--- config.mk ---
export PLATFORM = sky130hd
export DESIGN_NAME = iir_biquad_cascade_flat
export DESIGN_NICKNAME = d
export VERILOG_FILES = /design/src/rtl/iir_biquad_cascade_if.sv /design/src/rtl/iir_biquad_cascade.sv /design/src/flat_wrapper.sv
export SDC_FILE = /design/constraint.sdc
export NUM_CORES = 2
export LEC_CHECK = 0
export ABC_AREA = 1
export BUFFER_PORTS_ARGS = -buffer_cell sky130_fd_sc_hd__buf_2
export CAP_MARGIN = 20
export CORE_MARGIN = 2
export CORE_UTILIZATION = 45
export DETAILED_ROUTE_END_ITERATION = 6
export MAX_ROUTING_LAYER = met4
export PLACE_DENSITY_LB_ADDON = 0.08
export SLEW_MARGIN = 20
export SYNTH_ARGS = -nofsm -noshare
export SYNTH_HDL_FRONTEND = slang
export SYNTH_SLANG_ARGS = --single-unit
--- constraint.sdc ---
create_clock -name clk -period 18.49 [get_ports clk]
set_input_delay 3.698 -clock clk [delete_from_list [all_inputs] [get_ports clk]]
set_output_delay 3.698 -clock clk [all_outputs]
set_load 0.05 [all_outputs]
--- src/rtl/iir_biquad_cascade_if.sv ---
// Sample stream, coefficient write bus and status flags of the biquad cascade.
// The master side drives samples and coefficients; the slave side is the filter.
interface iir_biquad_cascade_if #(
    parameter int COEFF_WIDTH = 18,
    parameter int DATA_WIDTH  = 16,
    parameter int STAGES      = 2,
    parameter int COUNT_BITS  = 10
);
    localparam int ADDR_WIDTH = $clog2(5 * STAGES);

    logic [COUNT_BITS-1:0]         div;
    logic                          coef_we;
    logic [ADDR_WIDTH-1:0]         coef_addr;
    logic signed [COEFF_WIDTH-1:0] coef_data;
    logic                          coef_commit;
    logic signed [DATA_WIDTH-1:0]  in;
    logic signed [DATA_WIDTH-1:0]  out;
    logic                          out_valid;
    logic                          overrun;
    logic                          sat;

    modport master (
        output div, coef_we, coef_addr, coef_data, coef_commit, in,
        input  out, out_valid, overrun, sat
    );

    modport slave (
        input  div, coef_we, coef_addr, coef_data, coef_commit, in,
        output out, out_valid, overrun, sat
    );
endinterface

--- src/rtl/iir_biquad_cascade.sv ---
// Cascade of direct-form-I biquads sharing one multiplier, with a shadow/active
// coefficient bank swapped only at sample boundaries.
module iir_biquad_cascade #(
    parameter int COEFF_WIDTH = 18,
    parameter int COEFF_SCALE = 14,
    parameter int DATA_WIDTH  = 16,
    parameter int STAGES      = 2,
    parameter int COUNT_BITS  = 10
) (
    input logic                 clk,
    input logic                 reset,
    iir_biquad_cascade_if.slave bus
);
    localparam int NCOEF   = 5 * STAGES;
    localparam int ADDR_W  = $clog2(NCOEF);
    localparam int STAGE_W = (STAGES > 1) ? $clog2(STAGES) : 1;
    localparam int PROD_W  = COEFF_WIDTH + DATA_WIDTH;
    localparam int ACC_W   = PROD_W + 3;
    localparam logic [STAGE_W-1:0] LAST_STAGE = STAGE_W'(STAGES - 1);

    typedef enum logic [1:0] {
        IDLE,
        MAC,
        STORE
    } state_t;

    state_t                        state_reg;
    logic [STAGE_W-1:0]            stage_reg;
    logic [2:0]                    mac_reg;
    logic signed [ACC_W-1:0]       acc_reg;
    logic [COUNT_BITS-1:0]         cnt_reg;
    logic                          pending_reg;
    logic signed [DATA_WIDTH-1:0]  out_reg;
    logic                          out_valid_reg;
    logic                          overrun_reg;
    logic                          sat_reg;

    logic signed [COEFF_WIDTH-1:0] active_w [NCOEF];
    logic signed [DATA_WIDTH-1:0]  x0_w [STAGES];
    logic signed [DATA_WIDTH-1:0]  x1_w [STAGES];
    logic signed [DATA_WIDTH-1:0]  x2_w [STAGES];
    logic signed [DATA_WIDTH-1:0]  y0_w [STAGES];
    logic signed [DATA_WIDTH-1:0]  y1_w [STAGES];

    logic [COUNT_BITS-1:0]         div_eff;
    logic                          tick;
    logic                          accept;
    logic                          store_fire;
    logic                          commit_now;

    logic [ADDR_W-1:0]             coef_idx;
    logic signed [COEFF_WIDTH-1:0] coef_sel;
    logic signed [DATA_WIDTH-1:0]  data_sel;
    logic signed [PROD_W-1:0]      prod;
    logic signed [ACC_W-1:0]       prod_ext;

    logic signed [ACC_W-1:0]       acc_shift;
    logic [ACC_W-DATA_WIDTH:0]     acc_hi;
    logic                          y_clip;
    logic signed [DATA_WIDTH-1:0]  y_sat;

    // Sample-rate divider; a zero divisor behaves like one (tick every cycle).
    assign div_eff    = (bus.div == '0) ? COUNT_BITS'(1) : bus.div;
    assign tick       = (cnt_reg == div_eff - COUNT_BITS'(1));
    assign accept     = (state_reg == IDLE) && tick;
    assign store_fire = (state_reg == STORE);
    assign commit_now = accept && (pending_reg || bus.coef_commit);

    always_ff @(posedge clk) begin
        if (reset) begin
            cnt_reg <= '0;
        end else if (tick) begin
            cnt_reg <= '0;
        end else begin
            cnt_reg <= cnt_reg + COUNT_BITS'(1);
        end
    end

    // Coefficient banks. The copy source includes a write landing in the same
    // cycle, so a write issued together with its commit is never lost.
    generate
        for (genvar gi = 0; gi < NCOEF; gi++) begin : g_coef
            logic                          hit;
            logic signed [COEFF_WIDTH-1:0] shadow_next;
            logic signed [COEFF_WIDTH-1:0] shadow_reg;
            logic signed [COEFF_WIDTH-1:0] active_reg;

            assign hit         = bus.coef_we && (bus.coef_addr == ADDR_W'(gi));
            assign shadow_next = hit ? bus.coef_data : shadow_reg;
            assign active_w[gi] = active_reg;

            always_ff @(posedge clk) begin
                if (reset) begin
                    shadow_reg <= '0;
                    active_reg <= '0;
                end else begin
                    shadow_reg <= shadow_next;
                    if (commit_now) begin
                        active_reg <= shadow_next;
                    end
                end
            end
        end
    endgenerate

    // Per-stage delay lines: stage 0 shifts on an accepted tick, later stages
    // shift when the previous stage stores its output.
    generate
        for (genvar gi = 0; gi < STAGES; gi++) begin : g_stage
            logic                         shift_x;
            logic                         shift_y;
            logic signed [DATA_WIDTH-1:0] x_new;
            logic signed [DATA_WIDTH-1:0] x0_reg;
            logic signed [DATA_WIDTH-1:0] x1_reg;
            logic signed [DATA_WIDTH-1:0] x2_reg;
            logic signed [DATA_WIDTH-1:0] y0_reg;
            logic signed [DATA_WIDTH-1:0] y1_reg;

            if (gi == 0) begin : g_first
                assign shift_x = accept;
                assign x_new   = bus.in;
            end else begin : g_rest
                assign shift_x = store_fire && (stage_reg == STAGE_W'(gi - 1));
                assign x_new   = y_sat;
            end
            assign shift_y = store_fire && (stage_reg == STAGE_W'(gi));

            always_ff @(posedge clk) begin
                if (reset) begin
                    x0_reg <= '0;
                    x1_reg <= '0;
                    x2_reg <= '0;
                    y0_reg <= '0;
                    y1_reg <= '0;
                end else begin
                    if (shift_x) begin
                        x2_reg <= x1_reg;
                        x1_reg <= x0_reg;
                        x0_reg <= x_new;
                    end
                    if (shift_y) begin
                        y1_reg <= y0_reg;
                        y0_reg <= y_sat;
                    end
                end
            end

            assign x0_w[gi] = x0_reg;
            assign x1_w[gi] = x1_reg;
            assign x2_w[gi] = x2_reg;
            assign y0_w[gi] = y0_reg;
            assign y1_w[gi] = y1_reg;
        end
    endgenerate

    // Shared multiplier: mac_reg picks the tap, the coefficient index follows
    // the bank layout stage*5 + k.
    assign coef_idx = ADDR_W'(32'(stage_reg) * 32'd5 + 32'(mac_reg));
    assign coef_sel = active_w[coef_idx];

    always_comb begin
        data_sel = x0_w[stage_reg];
        case (mac_reg)
            3'd1:    data_sel = x1_w[stage_reg];
            3'd2:    data_sel = x2_w[stage_reg];
            3'd3:    data_sel = y0_w[stage_reg];
            3'd4:    data_sel = y1_w[stage_reg];
            default: data_sel = x0_w[stage_reg];
        endcase
    end

    assign prod     = PROD_W'(coef_sel) * PROD_W'(data_sel);
    assign prod_ext = {{3{prod[PROD_W-1]}}, prod};

    // Rescale and clip: any disagreement among the bits above the output sign
    // bit means the value does not fit in DATA_WIDTH.
    assign acc_shift = acc_reg >>> COEFF_SCALE;
    assign acc_hi    = acc_shift[ACC_W-1:DATA_WIDTH-1];
    assign y_clip    = !((&acc_hi) || !(|acc_hi));
    assign y_sat     = !y_clip ? acc_shift[DATA_WIDTH-1:0] :
                       acc_shift[ACC_W-1] ? {1'b1, {(DATA_WIDTH-1){1'b0}}} :
                                            {1'b0, {(DATA_WIDTH-1){1'b1}}};

    always_ff @(posedge clk) begin
        if (reset) begin
            state_reg     <= IDLE;
            stage_reg     <= '0;
            mac_reg       <= '0;
            acc_reg       <= '0;
            pending_reg   <= 1'b0;
            out_reg       <= '0;
            out_valid_reg <= 1'b0;
            overrun_reg   <= 1'b0;
            sat_reg       <= 1'b0;
        end else begin
            out_valid_reg <= 1'b0;
            if (accept) begin
                pending_reg <= 1'b0;
            end else if (bus.coef_commit) begin
                pending_reg <= 1'b1;
            end
            if (tick && (state_reg != IDLE)) begin
                overrun_reg <= 1'b1;
            end

            case (state_reg)
                IDLE: begin
                    if (tick) begin
                        acc_reg   <= '0;
                        stage_reg <= '0;
                        mac_reg   <= '0;
                        state_reg <= MAC;
                    end
                end
                MAC: begin
                    // Feedback taps (A2, A3) are subtracted rather than negated.
                    if (mac_reg >= 3'd3) begin
                        acc_reg <= acc_reg - prod_ext;
                    end else begin
                        acc_reg <= acc_reg + prod_ext;
                    end
                    if (mac_reg == 3'd4) begin
                        mac_reg   <= '0;
                        state_reg <= STORE;
                    end else begin
                        mac_reg <= mac_reg + 3'd1;
                    end
                end
                STORE: begin
                    acc_reg <= '0;
                    if (y_clip) begin
                        sat_reg <= 1'b1;
                    end
                    if (stage_reg == LAST_STAGE) begin
                        out_reg       <= y_sat;
                        out_valid_reg <= 1'b1;
                        state_reg     <= IDLE;
                    end else begin
                        stage_reg <= stage_reg + STAGE_W'(1);
                        state_reg <= MAC;
                    end
                end
                default: state_reg <= IDLE;
            endcase
        end
    end

    assign bus.out       = out_reg;
    assign bus.out_valid = out_valid_reg;
    assign bus.overrun   = overrun_reg;
    assign bus.sat       = sat_reg;
endmodule

--- src/flat_wrapper.sv ---
// flat-port wrapper written by rule: the top's interface ports become plain ports
module iir_biquad_cascade_flat 
#(
    parameter int COEFF_WIDTH = 18,
    parameter int COEFF_SCALE = 14,
    parameter int DATA_WIDTH  = 16,
    parameter int STAGES      = 2,
    parameter int COUNT_BITS  = 10
)
  (clk, reset, bus_div, bus_coef_we, bus_coef_addr, bus_coef_data, bus_coef_commit, bus_in, bus_out, bus_out_valid, bus_overrun, bus_sat);
  iir_biquad_cascade_if #(.COEFF_WIDTH(COEFF_WIDTH), .DATA_WIDTH(DATA_WIDTH), .STAGES(STAGES), .COUNT_BITS(COUNT_BITS)) bus_i ();
  input logic clk;
  input logic reset;
  input wire logic [$bits(bus_i.div)-1:0] bus_div;
  input wire logic [$bits(bus_i.coef_we)-1:0] bus_coef_we;
  input wire logic [$bits(bus_i.coef_addr)-1:0] bus_coef_addr;
  input wire logic [$bits(bus_i.coef_data)-1:0] bus_coef_data;
  input wire logic [$bits(bus_i.coef_commit)-1:0] bus_coef_commit;
  input wire logic [$bits(bus_i.in)-1:0] bus_in;
  output wire logic [$bits(bus_i.out)-1:0] bus_out;
  output wire logic [$bits(bus_i.out_valid)-1:0] bus_out_valid;
  output wire logic [$bits(bus_i.overrun)-1:0] bus_overrun;
  output wire logic [$bits(bus_i.sat)-1:0] bus_sat;
  assign bus_i.div = bus_div;
  assign bus_i.coef_we = bus_coef_we;
  assign bus_i.coef_addr = bus_coef_addr;
  assign bus_i.coef_data = bus_coef_data;
  assign bus_i.coef_commit = bus_coef_commit;
  assign bus_i.in = bus_in;
  assign bus_out = bus_i.out;
  assign bus_out_valid = bus_i.out_valid;
  assign bus_overrun = bus_i.overrun;
  assign bus_sat = bus_i.sat;
  iir_biquad_cascade #(.COEFF_WIDTH(COEFF_WIDTH), .COEFF_SCALE(COEFF_SCALE), .DATA_WIDTH(DATA_WIDTH), .STAGES(STAGES), .COUNT_BITS(COUNT_BITS)) u_core (.clk(clk), .reset(reset), .bus(bus_i));
endmodule
# --- Word-level counts from Yosys, hierarchy flattened ---
# Cells that the tools add are included.
word_totals:
  reg_bits: 561
  in_bits: 52
  output_inout_bits: 19
  wordCells: 155
classes:
  n_addsub: 7
  multipliers: 2
  magnitude_cmp: 3
  eq_ne: 18
  muxes: 46
  bitwise_logic: 5
  n_reduce_logical: 36
op_table:
  columns: ["operator", "count"]
  rows:
  - ["$mux 16", 17]
  - ["$mux 18", 12]
  - ["$pmux 37 s3", 1]
  - ["$mux 37", 2]
  - ["$bmux 18 s4", 1]
  - ["$pmux 16 s4", 1]
  - ["$add 37x34->37", 1]
  - ["$sub 37x34->37", 1]
  - ["$mul 18x16->34", 1]
  - ["$eq 4x3->1 const B", 4]
  - ["$logic_and 1x1->1", 15]
  - ["$reduce_and 2->1", 6]
  - ["$add 10x1->10 const B", 1]
  - ["$eq 10x10->1", 1]
  - ["$logic_not 10->1", 1]
  - ["$mux 10", 1]
  - ["$sub 10x1->10 const B", 1]
  - ["$eq 4x2->1 const B", 2]
  - ["$eq 4x4->1 const B", 2]
  - ["$reduce_and 8->1", 1]
  - ["$reduce_or 8->1", 1]
  - ["$eq 3x2->1 const B", 2]
  - ["$mux 3", 2]
  - ["$pmux 2 s3", 1]
  - ["27 further kinds", 39]

# --- Logic depth before layout (Yosys ltp) ---
logic_depth:
  ltp_word: 10
  ltp_mapped: 56
  mapped_depth_nobuf: 54

# --- Worst setup path after synthesis ---
# No wires, ideal clock.
synth_path:
  path_kind: "register -> register"
  from: "register u_core.mac_reg[0]"
  to: "register u_core.acc_reg[36]"
  setup_time_ps: 70
  arrival_ps: 9028
  t_required_ps: 18420
  setup_slack_ps: 9392
  path_stages_with_launch: 48
  path_buffers: 2
  synth_period_minus_slack_ps: 9098
  path_cell_list: "dfxtp_1 -> ha_1 -> ha_1 -> buf_2 -> inv_2 -> nand2_1 -> o32ai_1 -> inv_1 -> clkbuf_1 -> nor2_1 -> fa_1 -> inv_1 -> fa_1 -> inv_1 -> fa_1 -> fa_1 -> fa_1 -> inv_1 -> [... 12 more ...] -> nor2_1 -> nand3_1 -> nor3_1 -> xor2_1 -> nand2_1 -> o21ai_0 -> ha_1 -> nand2_1 -> nor2_1 -> inv_1 -> nor4_1 -> nand3_1 -> nand3_1 -> xor2_1 -> inv_1 -> nand3_1 -> nand3_1 -> a21oi_1"
synth_via:
  elab_chain_len: 9
  elab_cells_between_ends: 16
  classes_between: "add/sub (3); mul (1); order compare (1); eq/ne (4); mux (6); bitwise (1)"
synth_rtl:
  columns: ["element", "line", "source"]
  rows:
  - ["from (decl)", "iir_biquad_cascade.sv:29", "logic [2:0] mac_reg;"]
  - ["from (signal assigned)", "iir_biquad_cascade.sv:226", "mac_reg <= mac_reg + 3'd1;"]
  - ["$add 4x3->4", "iir_biquad_cascade.sv:158", "assign coef_idx = ADDR_W'(32'(stage_reg) * 32'd5 + 32'(mac_reg));"]
  - ["$not 4->5 (not written as such)", "iir_biquad_cascade.sv:159", "assign coef_sel = active_w[coef_idx];"]
  - ["$bmux 18 s4", "iir_biquad_cascade.sv:159", null]
  - ["$mux 18 (not written as such) (2 in series)", "iir_biquad_cascade.sv:159", null]
  - ["$mul 18x16->34", "iir_biquad_cascade.sv:172", "assign prod = PROD_W'(coef_sel) * PROD_W'(data_sel);"]
  - ["$add 37x34->37 or $sub 37x34->37 (tied branches)", "iir_biquad_cascade.sv:220, iir_biquad_cascade.sv:218", null]
  - ["$mux 37 *", "iir_biquad_cascade.sv:217", "if (mac_reg >= 3'd3) begin"]
  - ["$pmux 37 s3 *", "iir_biquad_cascade.sv:206", "case (state_reg)"]
  - ["to (signal assigned)", "iir_biquad_cascade.sv:218", "acc_reg <= acc_reg - prod_ext;"]
  - ["to (signal assigned)", "iir_biquad_cascade.sv:220", "acc_reg <= acc_reg + prod_ext;"]
  - ["to (decl)", "iir_biquad_cascade.sv:30", "logic signed [ACC_W-1:0] acc_reg;"]
# Mark *: on every way between the ends. The rest lies on a longest branch, timed or not. The select of a mux whose other input is x is not followed.
# A chain may end at the register's enable or synchronous reset.

# --- Final worst setup path ---
layout_path:
  from: "register u_core.stage_reg"
  to: "register u_core.acc_reg[34]"
layout_via:
  elab_chain_len: 10
  elab_cells_between_ends: 28
  classes_between: "add/sub (3); mul (2); mux (21); bitwise (2)"
layout_rtl:
  columns: ["element", "line", "source"]
  rows:
  - ["from (decl)", "iir_biquad_cascade.sv:28", "logic [STAGE_W-1:0] stage_reg;"]
  - ["from (signal assigned)", "iir_biquad_cascade.sv:239", "stage_reg <= stage_reg + STAGE_W'(1);"]
  - ["$mul 1x3->4", "iir_biquad_cascade.sv:158", null]
  - ["$add 4x3->4", "iir_biquad_cascade.sv:158", null]
  - ["$not 4->5 (not written as such)", "iir_biquad_cascade.sv:159", null]
  - ["$bmux 18 s4", "iir_biquad_cascade.sv:159", null]
  - ["$mux 18 (not written as such) (2 in series)", "iir_biquad_cascade.sv:159", null]
  - ["$mul 18x16->34 *", "iir_biquad_cascade.sv:172", null]
  - ["$add 37x34->37 or $sub 37x34->37 (tied branches)", "iir_biquad_cascade.sv:220, iir_biquad_cascade.sv:218", null]
  - ["$mux 37 *", "iir_biquad_cascade.sv:217", null]
  - ["$pmux 37 s3 *", "iir_biquad_cascade.sv:206", null]
# Marks and branches as above.

==> impl_metrics.csv <==
group,metric,value,unit
critical_path,r2r_start,"u_core.stage_reg$_SDFFE_PP0P_",
logic_synthesis,ys_seq_area_share,28.4,%
critical_path,r2r_slack,6.23,ns
grt,grt_pass1_vias,32777,
grt,grt_util_met2,45.8,%
power_and_ir_drop,p_clk_share,49.8,%
critical_path,critPathMaxFanout,37,
clock_tree,cts_tree,"yes",
sta,timing.fmax,0.0816,GHz
drt,drt_pass1_iterations,5,
die,die_w,296,um
final_layout,syn_to_final_growth,8.74,%
outcome,status,"complete, no violations",
power_and_ir_drop,switching_share,24.0,%
drt,dr_total_vias,33919,
drt,totalWireLength,116,mm
clock_tree,cts_root_buf,"clkbuf_16",
clock_tree,cts_resized,0,
final_layout,layout-drive-gt1-share,6.82,%
clock_tree,holdBufCountCts,0,
die,die-area,87700,um2
logic_synthesis,ys.flop_type,"dfxtp_1",
logic_synthesis,synth_seq_cells,545,
power_and_ir_drop,ir_worst_vdd,73.0,uV
clock_tree,clock_latency,0.67,ns
clock_tree,ctsLongestPathBuffers,3,
die,num_io_pins,71,
grt,grt_first_pass_wirelength,183,mm
critical_path,crit_type,"flop to flop",
power_and_ir_drop,power_frac_seq,45.0,%
hold_path,hp-start,"u_core.g_coef[2].active_reg[0]$_SDFFE_PP0P_",
hold_path,min_to,"u_core.g_coef[2].active_reg[0]$_SDFFE_PP0P_",
grt,grt_remaining_overflow,0,
logic_synthesis,syn_inst,5431,
sta,worst_slack,6.23,ns
critical_path,worst_path_dominant_cell_family,"adder cells",
clock_tree,clkSinkCount,545,
sta,post-route-period-util,66.3,%
power_and_ir_drop,comb_power_share,5.2,%
critical_path,cp_slowest_cell,"o32ai_1",
logic_synthesis,yosys_warnings,0,
logic_synthesis,synth_edf_count,0,
critical_path,crit_top_cell,"inv_1",
placement,postPlaceCellArea,39500,um2
sta,slew_violations,0,
clock_tree,clk_pin_slew_worst_paths,0.06,ns
drt,drc,0,
critical_path,worstPathRequired,19.07,ns
drt,drt-initial-drc-count,2272,
hold_path,holdPathStages,2,
die,core_area,84900,um2
critical_path,max_stage_delay,1.11,ns
grt,grt_util_all_layers,27.3,%
final_layout,final_area,41700,um2
sta,rsz0062_at_grt,"no",
critical_path,critPathBufInv,10,
sta,tightest_slew,1.22,ns
critical_path,r2r_cells,45,
hold_path,worstHoldPathType,"flop to flop",
placement,pre_cts_ws,6.34,ns
sta,hold_ws,0.439,ns
logic_synthesis,synth_area,38400,um2
power_and_ir_drop,p_int,0.00200,W
die,rows,107,
sta,period_needed,12.26,ns
critical_path,rr_endpoint,"u_core.acc_reg[34]$_SDFFE_PP0P_",
sta,hold_violations,0,
logic_synthesis,syn_nets,5907,
logic_synthesis,synth_area_per_cell,7.07,um2
final_layout,final_common_cell,"inv_1",
power_and_ir_drop,switchingPower,0.000631,W
grt,grt_max_degree,198,
power_and_ir_drop,p_leak,18.8,nW
grt,grtUsageMet1,34.8,%
drt,ant_nets,0,
placement,port_buffers,70,
power_and_ir_drop,p_per_area,63.1,nW/um2
drt,viasPerCell,5.18,
final_layout,fin_nets,5820,
placement,gp_congestion,0.912,
placement,dp_hpwl,80.6,mm
drt,wire_per_inst,17.7,um
final_layout,layout_common_cells,"939 x inv_1, 929 x nand2_1, 607 x nor2_1",
logic_synthesis,async_flop_share,0,%
critical_path,end_kind,"flop",
sta,final.setup_skew,0.0461,ns
die,die_h,296,um
clock_tree,cts_buffers,61,
sta,setup_viol,0,
job,maxCapViolCount,0,
critical_path,critPathArrivalTime,12.83,ns
grt,antenna_found_initial,3,
clock_tree,post_cts_buffers,0,
sta,worst_slew_margin_rel,18.4,%
clock_tree,htree_levels,2,
grt,grt-busiest-layer,"met2",
final_layout,utilization,49.2,%
logic_synthesis,yosysUniqueCellTypes,56,
sta,finalSetupTns,0,ns
critical_path,critPathLaunchType,"flop",
grt,grtUsageMet3,3.45,%
die,start_util,45.2,%
==> kinds of logic after synthesis <==
family                     after synthesis  synth area share, %
AOI/OAI and AO/OA                     1186                 17.0
xor gates and xnor gates                60                 1.37
adders and majority gates              424                 19.5
buffers and inverters                 1246                 12.6
DFF                                    545                 28.4
and+or+nand+nor                       1970                 21.0
==> per-stage QoR <==
step	total power (W)	std cells
floorplan	0.00130	5431
global placement	0.00135	6423
detailed placement	0.00135	6424
CTS	0.00266	6539
global route	0.00272	6543
finish	0.00263	6543
==> final cells by class <==
cell class | instances | area [um2]
Clock buffer | 85 | 1780
Inverter | 974 | 3670
Timing Repair Buffer | 122 | 803
Fill cell | 8733 | 43100
Sequential cell | 545 | 10900
Multi-Input combinational cell | 3640 | 22700
Tap cell | 1144 | 1430
Antenna cell | 3 | 7.51
Clock inverter | 30 | 428
==> power groups by stage <==
stage	clock network, W	logic [W]	registers (W)
6_report	0.00131	0.000137	0.00118
5_1_grt	0.00138	0.000152	0.00119
4_1_cts	0.00134	0.000137	0.00118
3_5_place_dp	0	0.000136	0.00121
3_3_place_gp	0	0.000136	0.00121
2_1_floorplan	0	0.0000928	0.00121
==> synth_stat cells (6+ instances only) <==
cell	n	area, um2
nor2_1	609	2290
inv_1	940	3530
clkinv_1	23	86.3
dfxtp_1	545	10900
a31oi_1	11	68.8
nand4_1	35	219
o21bai_1	11	82.6
or2_2	9	56.3
nand2_1	929	3490
o21ai_0	441	2210
buf_1	32	120
buf_2	18	90.1
xor2_1	39	342
clkbuf_1	200	751
fa_1	292	5850
a21oi_2	91	797
o22ai_1	14	87.6
inv_2	11	41.3
nand3_1	335	1680
ha_1	132	1650
buf_4	6	45.0
a21oi_1	559	2800
buf_6	16	180
a221oi_1	6	52.6
xnor2_1	21	184
nor4_1	6	37.5
nor3_1	19	95.1
o21a_1	7	52.6
o311ai_0	16	140
and2_1	7	43.8
==> how the worst max path moves through the flow <==
stage	startpoint	endpoint	slack, ns	cells after the start
after floorplan	u_core.mac_reg[0]$_SDFFE_PP0P_	u_core.acc_reg[36]$_SDFFE_PP0P_	9.39	47
after global placement	u_core.stage_reg$_SDFFE_PP0P_	u_core.acc_reg[34]$_SDFFE_PP0P_	6.68	45
after detailed placement	u_core.stage_reg$_SDFFE_PP0P_	u_core.acc_reg[34]$_SDFFE_PP0P_	6.34	45
after CTS	u_core.stage_reg$_SDFFE_PP0P_	u_core.acc_reg[34]$_SDFFE_PP0P_	6.32	45
after global routing	u_core.stage_reg$_SDFFE_PP0P_	u_core.acc_reg[36]$_SDFFE_PP0P_	5.21	47
final	u_core.stage_reg$_SDFFE_PP0P_	u_core.acc_reg[34]$_SDFFE_PP0P_	6.23	45
==> metal layers <==
metal  part of all wire [%]  wire length [um]
met3                    4.8              5580
met5                      0                 0
met2                     48             56000
met4                    2.4              2810
met1                     44             51200
==> worst register-to-register path, delay by kind of cell (launching register included) <==
family	cells	cell delay (ns)
flops	1	0.58
simple gates	15	2.99
buf+inv	10	1.68
fa+ha+maj	10	4.13
compound gates	9	2.65
xor+xnor	1	0.16
Note: power is estimated with default switching activity, not from simulation.
